File: src/rtl/apb4_mst_pkg.sv
// Shared types and constants for the APB4 initiator (apb4_mst_xfer).
package apb4_mst_pkg;

  typedef enum logic [1:0] {
    IDLE,
    SETUP,
    ACCESS,
    RESP
  } apb4_mst_state_e;

  localparam logic [2:0] PROT_DEFAULT = 3'b000;

endpackage

File: src/rtl/apb4_mst_xfer.sv
// APB4 initiator: one command in on a valid/ready channel, one response out.
// Optional access timeout is built only when APB4_MST_TMO_EN is defined.
module apb4_mst_xfer
  import apb4_mst_pkg::*;
#(
  parameter int ADDR_WIDTH = 32,
  parameter int DATA_WIDTH = 32,
  parameter int TMO_WIDTH  = 8
) (
  input  logic                    clk_i,
  input  logic                    rst_n_i,
  input  logic                    req_valid_i,
  output logic                    req_ready_o,
  input  logic                    req_write_i,
  input  logic [ADDR_WIDTH-1:0]   req_addr_i,
  input  logic [DATA_WIDTH-1:0]   req_wdata_i,
  input  logic [DATA_WIDTH/8-1:0] req_strb_i,
  input  logic [2:0]              req_prot_i,
  output logic                    rsp_valid_o,
  input  logic                    rsp_ready_i,
  output logic [DATA_WIDTH-1:0]   rsp_rdata_o,
  output logic                    rsp_err_o,
  output logic                    rsp_tmo_o,
  input  logic [TMO_WIDTH-1:0]    tmo_lim_i,
  output logic [ADDR_WIDTH-1:0]   paddr_o,
  output logic [2:0]              pprot_o,
  output logic                    psel_o,
  output logic                    penable_o,
  output logic                    pwrite_o,
  output logic [DATA_WIDTH-1:0]   pwdata_o,
  output logic [DATA_WIDTH/8-1:0] pstrb_o,
  input  logic                    pready_i,
  input  logic [DATA_WIDTH-1:0]   prdata_i,
  input  logic                    pslverr_i
);

  apb4_mst_state_e           state_q, state_d;
  logic                      rdy_q, rdy_d;
  logic [ADDR_WIDTH-1:0]     paddr_q, paddr_d;
  logic [2:0]                pprot_q, pprot_d;
  logic                      pwrite_q, pwrite_d;
  logic [DATA_WIDTH-1:0]     pwdata_q, pwdata_d;
  logic [DATA_WIDTH/8-1:0]   pstrb_q, pstrb_d;
  logic [DATA_WIDTH-1:0]     rdata_q, rdata_d;
  logic                      err_q, err_d;
  logic                      tmo_q, tmo_d;
  logic                      accept;
  logic                      tmo_hit;

  assign accept = req_valid_i & rdy_q;

`ifdef APB4_MST_TMO_EN
  logic [TMO_WIDTH-1:0] wait_cnt_q, wait_cnt_d;

  always_comb begin
    wait_cnt_d = wait_cnt_q;
    if (accept) begin
      wait_cnt_d = '0;
    end else if (state_q == ACCESS && !pready_i && wait_cnt_q != '1) begin
      wait_cnt_d = wait_cnt_q + 1'b1;
    end
  end

  always_ff @(posedge clk_i or negedge rst_n_i) begin
    if (!rst_n_i) wait_cnt_q <= '0;
    else          wait_cnt_q <= wait_cnt_d;
  end

  // The cycle that would bring the count up to the limit is the last one waited.
  assign tmo_hit = (state_q == ACCESS) && !pready_i && (tmo_lim_i != '0) &&
                   (wait_cnt_d >= tmo_lim_i);
`else
  logic unused_tmo_lim;
  assign unused_tmo_lim = ^tmo_lim_i;
  assign tmo_hit        = 1'b0;
`endif

  // NOTE: every combinational output gets a default first, so no path leaves one unassigned (no latch).
  always_comb begin
    state_d  = state_q;
    paddr_d  = paddr_q;
    pprot_d  = pprot_q;
    pwrite_d = pwrite_q;
    pwdata_d = pwdata_q;
    pstrb_d  = pstrb_q;
    rdata_d  = rdata_q;
    err_d    = err_q;
    tmo_d    = tmo_q;
    unique case (state_q)
      IDLE: begin
        if (accept) begin
          paddr_d  = req_addr_i;
          pprot_d  = req_prot_i;
          pwrite_d = req_write_i;
          pwdata_d = req_write_i ? req_wdata_i : '0;
          pstrb_d  = req_write_i ? req_strb_i  : '0;
          state_d  = SETUP;
        end
      end
      SETUP: state_d = ACCESS;
      ACCESS: begin
        if (pready_i) begin
          rdata_d = pwrite_q ? '0 : prdata_i;
          err_d   = pslverr_i;
          tmo_d   = 1'b0;
          state_d = RESP;
        end else if (tmo_hit) begin
          rdata_d = '0;
          err_d   = 1'b1;
          tmo_d   = 1'b1;
          state_d = RESP;
        end
      end
      RESP: begin
        if (rsp_ready_i) state_d = IDLE;
      end
      default: state_d = IDLE;
    endcase
    rdy_d = (state_d == IDLE);
  end

  // NOTE: sequential state uses non-blocking assignments so all flops update from pre-edge values.
  always_ff @(posedge clk_i or negedge rst_n_i) begin
    if (!rst_n_i) begin
      state_q  <= IDLE;
      rdy_q    <= 1'b0;
      paddr_q  <= '0;
      pprot_q  <= PROT_DEFAULT;
      pwrite_q <= 1'b0;
      pwdata_q <= '0;
      pstrb_q  <= '0;
      rdata_q  <= '0;
      err_q    <= 1'b0;
      tmo_q    <= 1'b0;
    end else begin
      state_q  <= state_d;
      rdy_q    <= rdy_d;
      paddr_q  <= paddr_d;
      pprot_q  <= pprot_d;
      pwrite_q <= pwrite_d;
      pwdata_q <= pwdata_d;
      pstrb_q  <= pstrb_d;
      rdata_q  <= rdata_d;
      err_q    <= err_d;
      tmo_q    <= tmo_d;
    end
  end

  assign req_ready_o = rdy_q;
  assign psel_o      = (state_q == SETUP) || (state_q == ACCESS);
  assign penable_o   = (state_q == ACCESS);
  assign paddr_o     = paddr_q;
  assign pprot_o     = pprot_q;
  assign pwrite_o    = pwrite_q;
  assign pwdata_o    = pwdata_q;
  assign pstrb_o     = pstrb_q;
  assign rsp_valid_o = (state_q == RESP);
  assign rsp_rdata_o = rdata_q;
  assign rsp_err_o   = err_q;
  assign rsp_tmo_o   = tmo_q;

endmodule

File: config.mk
export PLATFORM = sky130hd
export DESIGN_NAME = apb4_mst_xfer
export DESIGN_NICKNAME = d
export VERILOG_FILES = /design/src/rtl/apb4_mst_pkg.sv /design/src/rtl/apb4_mst_xfer.sv
export SDC_FILE = /design/constraint.sdc
export NUM_CORES = 1
export LEC_CHECK = 0
export ABC_CLOCK_PERIOD_IN_PS = 1500
export CAP_MARGIN = 15
export CORE_ASPECT_RATIO = 0.6
export CORE_MARGIN = 1
export CORE_UTILIZATION = 30
export CTS_CLUSTER_DIAMETER = 80
export DETAILED_ROUTE_END_ITERATION = 7
export PLACE_DENSITY = 0.66
export SYNTH_ARGS = -nofsm -noshare
export SYNTH_HDL_FRONTEND = slang
export SYNTH_SLANG_ARGS = --single-unit
File: constraint.sdc
create_clock -name clk_i -period 1.5 [get_ports clk_i]
set_clock_uncertainty 0.1 [all_clocks]
set_input_delay 0.225 -clock clk_i [delete_from_list [all_inputs] [get_ports clk_i]]
set_output_delay 0.225 -clock clk_i [all_outputs]
set_load 0.02 [all_outputs]
# Word-level counts from Yosys, hierarchy flattened
# Index checks and enable logic that the tools add are counted.
# word_totals
word_cells	25
input_bits	118
regBits	108
output_inout_bits	110
# classes
n_reduce_logical	5
eq_ne	3
bitwise	1
muxes	7
# ops
operator	n
32-bit two-way mux	2
2-bit case mux with 4 select lines	1
2-bit two-way mux	3
2-bit equality test, second input constant	2
2-bit logical NOT	2
4-bit two-way mux	1
2-bit AND reduction	2
2-bit by 1-bit equality test with 1-bit output, second input constant	1
1-bit AND	1
1-bit logical OR	1

# Longest topological paths before layout
# Gate-level depths: netlist of the first run.
# logic_depth
depth_word	4
mapped_depth	7
ltp_nobuf	5

# Least setup slack after synthesis of the first run
# No wires, ideal clock.
# synth_timing
path_kind	register to register
startpoint	register state_q[0]
endpoint	register rdy_q, in the netlist req_ready_o
n_path_buf	0
setup_ps	124
path_slack_ps	-151
period_less_slack_ps	1651
required_time_ps	1276
stages_incl_launch_ff	6
arrival_ps	1427
cell_sequence	dfrtp_1 inv_1 ha_1 and2_1 o22ai_1 a211o_1
# synth_between
elab_chain_cells	3
elab_cells_between_ends	9
cone_classes	eq/ne: 3; mux: 4; reduce/logical: 2
# synth_rtl
element	line_no	source
start: declaration	apb4_mst_xfer.sv:37	apb4_mst_state_e state_q, state_d;
start signal: assignment	apb4_mst_xfer.sv:136	state_q <= state_d;
2-bit equality test	-	
net penable_o	apb4_mst_xfer.sv:28	output logic penable_o,
2-bit case mux with 4 select lines	apb4_mst_xfer.sv:89	unique case (state_q)
2-bit logical NOT	apb4_mst_xfer.sv:119	rdy_d = (state_d == IDLE);
net rdy_d	apb4_mst_xfer.sv:38	logic rdy_q, rdy_d;
end signal: assignment	apb4_mst_xfer.sv:137	rdy_q <= rdy_d;
end: declaration	apb4_mst_xfer.sv:38	
# The timed path passes the listed nets, and every way through them passes these cells.
# A chain may end at the register's enable or synchronous reset.

# Final worst setup path of the first run
# layout_timing
startpoint	register state_q[0]
endpoint	register paddr_q[9], in the netlist paddr_o[9]
# layout_between
elab_chain_cells	2
# layout_rtl
element	line_no	source
2-bit logical NOT	apb4_mst_xfer.sv:89	
2-bit AND reduction (no line)	-	
end signal: assignment	apb4_mst_xfer.sv:138	paddr_q <= paddr_d;
end: declaration	apb4_mst_xfer.sv:39	logic [ADDR_WIDTH-1:0] paddr_q, paddr_d;
# Every way passes these cells.

==> results.json, run 1 <==
{
  "io_buffer_count": 218,
  "seqCellArea_sq_um": 2704,
  "wl_per_cell_um": 17.44,
  "power.density_nw_per_um2": 2025,
  "rows": 33,
  "required_ps": 1630,
  "min_path_type": "in2async",
  "hpwl_um": 8990,
  "cap_violations": 0,
  "status": "complete, but fails checks",
  "clkSinkCount": 108,
  "dr.pass1.iters": 6,
  "cts_tree": "done",
  "fin_cells": 847,
  "clk_path_buf_depth": 2,
  "antenna_cells": 0,
  "syn-num-nets": 519,
  "layout.nets": 772,
  "dieArea_sq_um": 15000,
  "syn_inst": 397,
  "drive_above_1_share_pct": 30.23,
  "clk_latency_ps": 340,
  "multi_input_area_sq_um": 1957,
  "numCtsBuffers": 9,
  "die_w_um": 157.5,
  "finalMaxSlewViolations": 0,
  "routabilityCongestion": 0.7157,
  "grt_pass1_wl_um": 21960,
  "synth.avg_cell_area_sq_um": 10.96,
  "post-place-ws_ps": -214.8,
  "cpMostUsedCell": "buf_12",
  "root_buffer": "clkbuf_16",
  "routed_wl_um": 14780,
  "dp_cells": 803,
  "crit_path_start_kind": "register",
  "grt_max_degree": 41,
  "hold_viol_final": 0,
  "crit_type": "reg2reg",
  "start_util_pct": 31.27,
  "via_count": 3846,
  "r2r_start": "state_q[0]",
  "fp.dieH_um": 95.28,
  "track_usage_pct": 19.76,
  "fillers": 1183,
  "holdWs_ps": 229.7,
  "max_freq_mhz": 617.7,
  "syn2layout_area_growth_pct": 83.52,
  "ys_warn_count": 0,
  "grt_pass1_vias": 3895,
  "drt_iter0_drc": 158,
  "grt-ovfl-total": 0,
  "r2r_cells": 6,
  "fin_ws_ps": -118.8,
  "via_per_inst": 4.541,
  "rsz0062_at_grt": "true",
  "syn_area_sq_um": 4350,
  "ys_ff_latch": 108,
  "finalSetupViolCount": 62,
  "startpoint": "state_q[0]",
  "r2r_slack_ps": -120,
  "crit_path_end": "paddr_o[9]",
  "clk_pin_slew_ps": 70,
  "ys_types": 26,
  "post-route-drc-count": 0,
  "period_share_pct": 107.9,
  "slowest_delay_ps": 400,
  "cp_data_arrival_time_ps": 1750,
  "slowest_stage": "dfrtp_1",
  "io-pin-count": 228,
  "final_core_util_pct": 57.38,
  "power.leakage_uw": 0.003750,
  "r2r-end": "paddr_o[9]",
  "critical_path_peak_fanout": 8,
  "ys_seq_area_share_pct": 62.12,
  "path_cells": "inv_2 -> ha_4 -> buf_12 -> nand3_4 -> buf_12 -> mux2_4",
  "htreeDepth": 3,
  "layout_min_cycle_time_ps": 1619,
  "antenna_found_initial": 0,
  "postRouteAntennaNets": 0,
  "violations": "setup timing",
  "crit_path_end_kind": "register",
  "core_sq_um": 13910,
  "vdd_drop_max_v": 0.001286
}
[routing by layer]
metal | up-vias | global-route usage [%] | part of all wire [%]
li1 | 1828 | - | -
met1 | 1884 | 27.44 | 48
met2 | 118 | 30.86 | 46
met3 | 16 | 5.000 | 5.3
met4 | 0 | 4.854 | 1.1
met5 | - | 0 | 0
[synth_stat cells]
cell	count	area share, %
nand2b_1	32	4.6
nor2b_1	1	0.14
nor3_1	2	0.23
dfrtp_1	108	62
nand2_1	104	9.0
buf_2	5	0.58
o22ai_1	1	0.14
a211o_1	1	0.20
nand3_4	1	0.40
buf_6	4	1.0
nand2_2	1	0.14
ha_1	4	1.2
buf_4	1	0.17
a21oi_1	1	0.11
nor2_1	3	0.26
mux2_1	3	0.78
a21bo_2	1	0.23
a31oi_1	1	0.14
and2_1	1	0.14
mux2_2	34	8.8
buf_1	1	0.086
o21ai_0	69	7.9
clkbuf_1	14	1.2
inv_1	2	0.17
nor4_1	1	0.14
conb_1	1	0.086
[critical path: cells and delay by family, from the launching register on]
| family | cells | cell delay [ps] |
|---|---|---|
| DFF | 1 | 400 |
| adders and majority gates | 1 | 170 |
| buffers and inverters | 3 | 390 |
| muxes | 1 | 300 |
| and+or+nand+nor | 1 | 140 |
[worst min path at each step]
| stage | slack (ps) | from | cells after the start | to |
|---|---|---|---|---|
| 2_1_floorplan | -170 | rst_n_i | 0 | paddr_o[0] |
| 4_1_cts | 210 | rst_n_i | 2 | pwdata_o[10] |
| 6_report | 230 | rst_n_i | 2 | pwdata_o[10] |
| 5_1_grt | 240 | rst_n_i | 2 | pwdata_o[10] |
| 3_5_place_dp | 30 | rst_n_i | 1 | pwdata_o[28] |
| 3_3_place_gp | 30 | rst_n_i | 1 | pwdata_o[23] |
[timing repair]
action	CTS	global route
hold buffers	1	0
pin swaps	25	16
setup endpoints to repair	190	112
buffers inserted	13	10
gates resized for setup	257	93
endpoints found under the hold margin	93	0
gates cloned	14	2
[registers in the layout, indices dropped and copies added, names as in the netlist]
| register | count |
|---|---|
| paddr_o | 32 |
| pwdata_o | 32 |
| rsp_rdata_o | 32 |
| pstrb_o | 4 |
| pprot_o | 3 |
| state_q | 2 |
| pwrite_o | 1 |
| req_ready_o | 1 |
| rsp_err_o | 1 |
[power by group]
| part | internal, uW | switching [uW] |
|---|---|---|
| Combinational | 4200 | 4620 |
| Sequential | 4250 | 862 |
| Clock | 1140 | 1090 |
[stage by stage]
step	TNS [ps]	power, uW	instance area (sq um)
floorplan	-67.89	8703	4355
global placement	-8371	12370	6862
detailed placement	-11100	12610	6862
CTS	-6490	15830	7844
global route	-8801	17130	7984
finish	-4623	16170	7984
[layout make-up]
cell class | count | share of cell area [%]
clock buffer | 10 | 2.868
clock inverter | 6 | 0.5955
inverter | 2 | 0.09403
multi-input combinational | 263 | 24.51
sequential | 108 | 33.87
tap | 192 | 3.009
timing repair buffer | 266 | 35.06
[cells in the final DEF, fill, tap and decap left out, drive strengths merged, types with 2 or more instances in the layout]
| cell type | n |
|---|---|
| nand2b | 32 |
| clkinv | 3 |
| clkbuf | 12 |
| clkdlybuf4s50 | 108 |
| inv | 4 |
| dlygate4sd2 | 105 |
| nor3 | 2 |
| nand3 | 2 |
| buf | 49 |
| nand2 | 105 |
| mux2 | 37 |
| nor2 | 3 |
| o21ai | 69 |
| dfrtp | 108 |
| ha | 4 |
[cell families after synthesis]
group                    count (synthesis)  synth area share, %
AO/OA/AOI/OAI                           74                8.772
adder cells (fa/ha/maj)                  4                1.150
buffers and inverters                   27                3.250
flip-flops                             108                62.12
multiplexers                            37                9.577
other                                    1              0.08620
AND/OR/NAND/NOR                        146                15.04
(Power assumes the default switching activity.)
==> run 2: changes to the inputs <==
CORE_ASPECT_RATIO = 0.8   (was 0.6)
CORE_MARGIN = not set   (was 1)
==> run 2 against run 1 <==
Against the previous run: the run still ends with setup timing left; critical path depth unchanged; clock power increased by 4%; cell area decreased by 1.9%; routed wire length decreased by 9.4%; power decreased by 3.3%; utilization decreased by 0.79 points; non-clock buffer count decreased by 7; register-to-register slack improved by 80 ps; largest power group unchanged.
==> results.json, run 2 (same netlist as run 1, synthesis figures left out) <==
{
  "htreeDepth": 3,
  "via_count": 3816,
  "final_area_sq_um": 7829,
  "routed_wl_um": 13380,
  "wl_per_cell_um": 16.24,
  "cp_data_arrival_time_ps": 1660,
  "hold_viol_final": 0,
  "clk_path_buf_depth": 2,
  "root_buffer": "clkbuf_16",
  "place_area_sq_um": 6852,
  "finalSetupViolCount": 43,
  "r2r-end": "pprot_o[1]",
  "dr.pass1.iters": 4,
  "fp.dieH_um": 109.7,
  "period_share_pct": 102.3,
  "clk_latency_ps": 340,
  "clkSinkCount": 108,
  "violations": "setup timing",
  "min_path_type": "in2async",
  "vdd_drop_max_v": 0.0009710,
  "drive_above_1_share_pct": 26.09,
  "rows": 38,
  "io_buffer_count": 218,
  "crit_path_end_kind": "register",
  "antenna_found_initial": 0,
  "crit_path_end": "pprot_o[1]",
  "antenna_cells": 0,
  "layout_min_cycle_time_ps": 1535,
  "numCtsBuffers": 9,
  "clk_pin_slew_ps": 70,
  "r2r_cells": 6,
  "grt-ovfl-total": 0,
  "max_freq_mhz": 651.6,
  "start_util_pct": 31.44,
  "grt_pass1_vias": 3751,
  "finalMaxSlewViolations": 0,
  "status": "complete, but fails checks",
  "cts_tree": "done",
  "fin_ws_ps": -34.65,
  "track_usage_pct": 16.39,
  "timing.setup.tns_ps": -648.3,
  "grt_pass1_wl_um": 18610,
  "r2r_slack_ps": -30,
  "grt_max_degree": 53,
  "syn2layout_area_growth_pct": 79.95,
  "postRouteAntennaNets": 0,
  "crit_type": "reg2reg",
  "post-route-drc-count": 0,
  "io-pin-count": 228,
  "required_ps": 1630,
  "power.density_nw_per_um2": 1998,
  "core_sq_um": 13840,
  "r2r_start": "state_q[0]",
  "via_per_inst": 4.631,
  "crit_path_start_kind": "register",
  "routabilityCongestion": 0.7627,
  "hpwl_um": 8357,
  "startpoint": "state_q[0]",
  "dieArea_sq_um": 14990,
  "drt_iter0_drc": 165,
  "mostFrequentLayoutCells": "clkdlybuf4s50_1, dfrtp_1, dlygate4sd2_1",
  "power.leakage_uw": 0.003702,
  "critical_path_peak_fanout": 8,
  "rsz0062_at_grt": "true",
  "die_w_um": 136.6,
  "layout.nets": 764,
  "final_core_util_pct": 56.58,
  "cap_violations": 0
}
run 2: metrics by stage:
step | hold WS, ps | power, uW | worst slack, ps | instances
after floorplan | -170.6 | 8703 | -25.62 | 397
after global placement | -46.89 | 12390 | -134.4 | 790
after detailed placement | -45.59 | 12580 | -165.0 | 790
after CTS | 120.8 | 14310 | -122.8 | 808
after global routing | 146.3 | 16580 | -103.7 | 824
final | 139.4 | 15640 | -34.65 | 824
run 2: cell type report:
class / instances / area [sq um]
fill: 1194 / 6007
clock buffer: 10 / 239.0
multi-input combinational: 262 / 1849
tap: 180 / 225.2
clock inverter: 3 / 40.04
inverter: 2 / 7.507
timing repair buffer: 259 / 2765
sequential: 108 / 2703
run 2: how the worst min path moves through the flow:
stage | startpoint | to | slack (ps) | cells after the start
5_1_grt | rst_n_i | paddr_o[21] | 150 | 2
3_5_place_dp | rst_n_i | paddr_o[16] | -50 | 1
6_report | rst_n_i | paddr_o[22] | 140 | 2
4_1_cts | rst_n_i | paddr_o[16] | 120 | 2
3_3_place_gp | rst_n_i | paddr_o[23] | -50 | 1
2_1_floorplan | rst_n_i | paddr_o[0] | -170 | 0
run 2: what timing repair did:
action                                  in CTS  in global routing
gates cloned                                 4                 11
resized for setup                          131                162
endpoints found under the setup margin     160                107
endpoints found under the hold margin      108                  0
hold buffers                                 1                  0
buffers inserted                             0                  6
pin swaps                                    0                 38
run 2: critical path, cell delays in order, from the launching register on:
cell,delay (ps)
dfrtp_1,390
inv_2,110
ha_4,140
nand3_4,80
buf_12,160
clkbuf_16,160
mux2_2,270
run 2: layer usage:
metal / part of all wire, % / vias up / track usage, %
met2: 49 / 129 / 26.65
met5: 0 / - / 0
li1: - / 1802 / -
met4: 1.8 / 0 / 6.032
met3: 7.1 / 23 / 5.901
met1: 42 / 1862 / 20.00
run 2: where the power goes:
group	internal, uW	total [uW]	switching (uW)
Combinational	3930	8280	4350
Clock	1310	2320	1010
Sequential	4250	5040	788
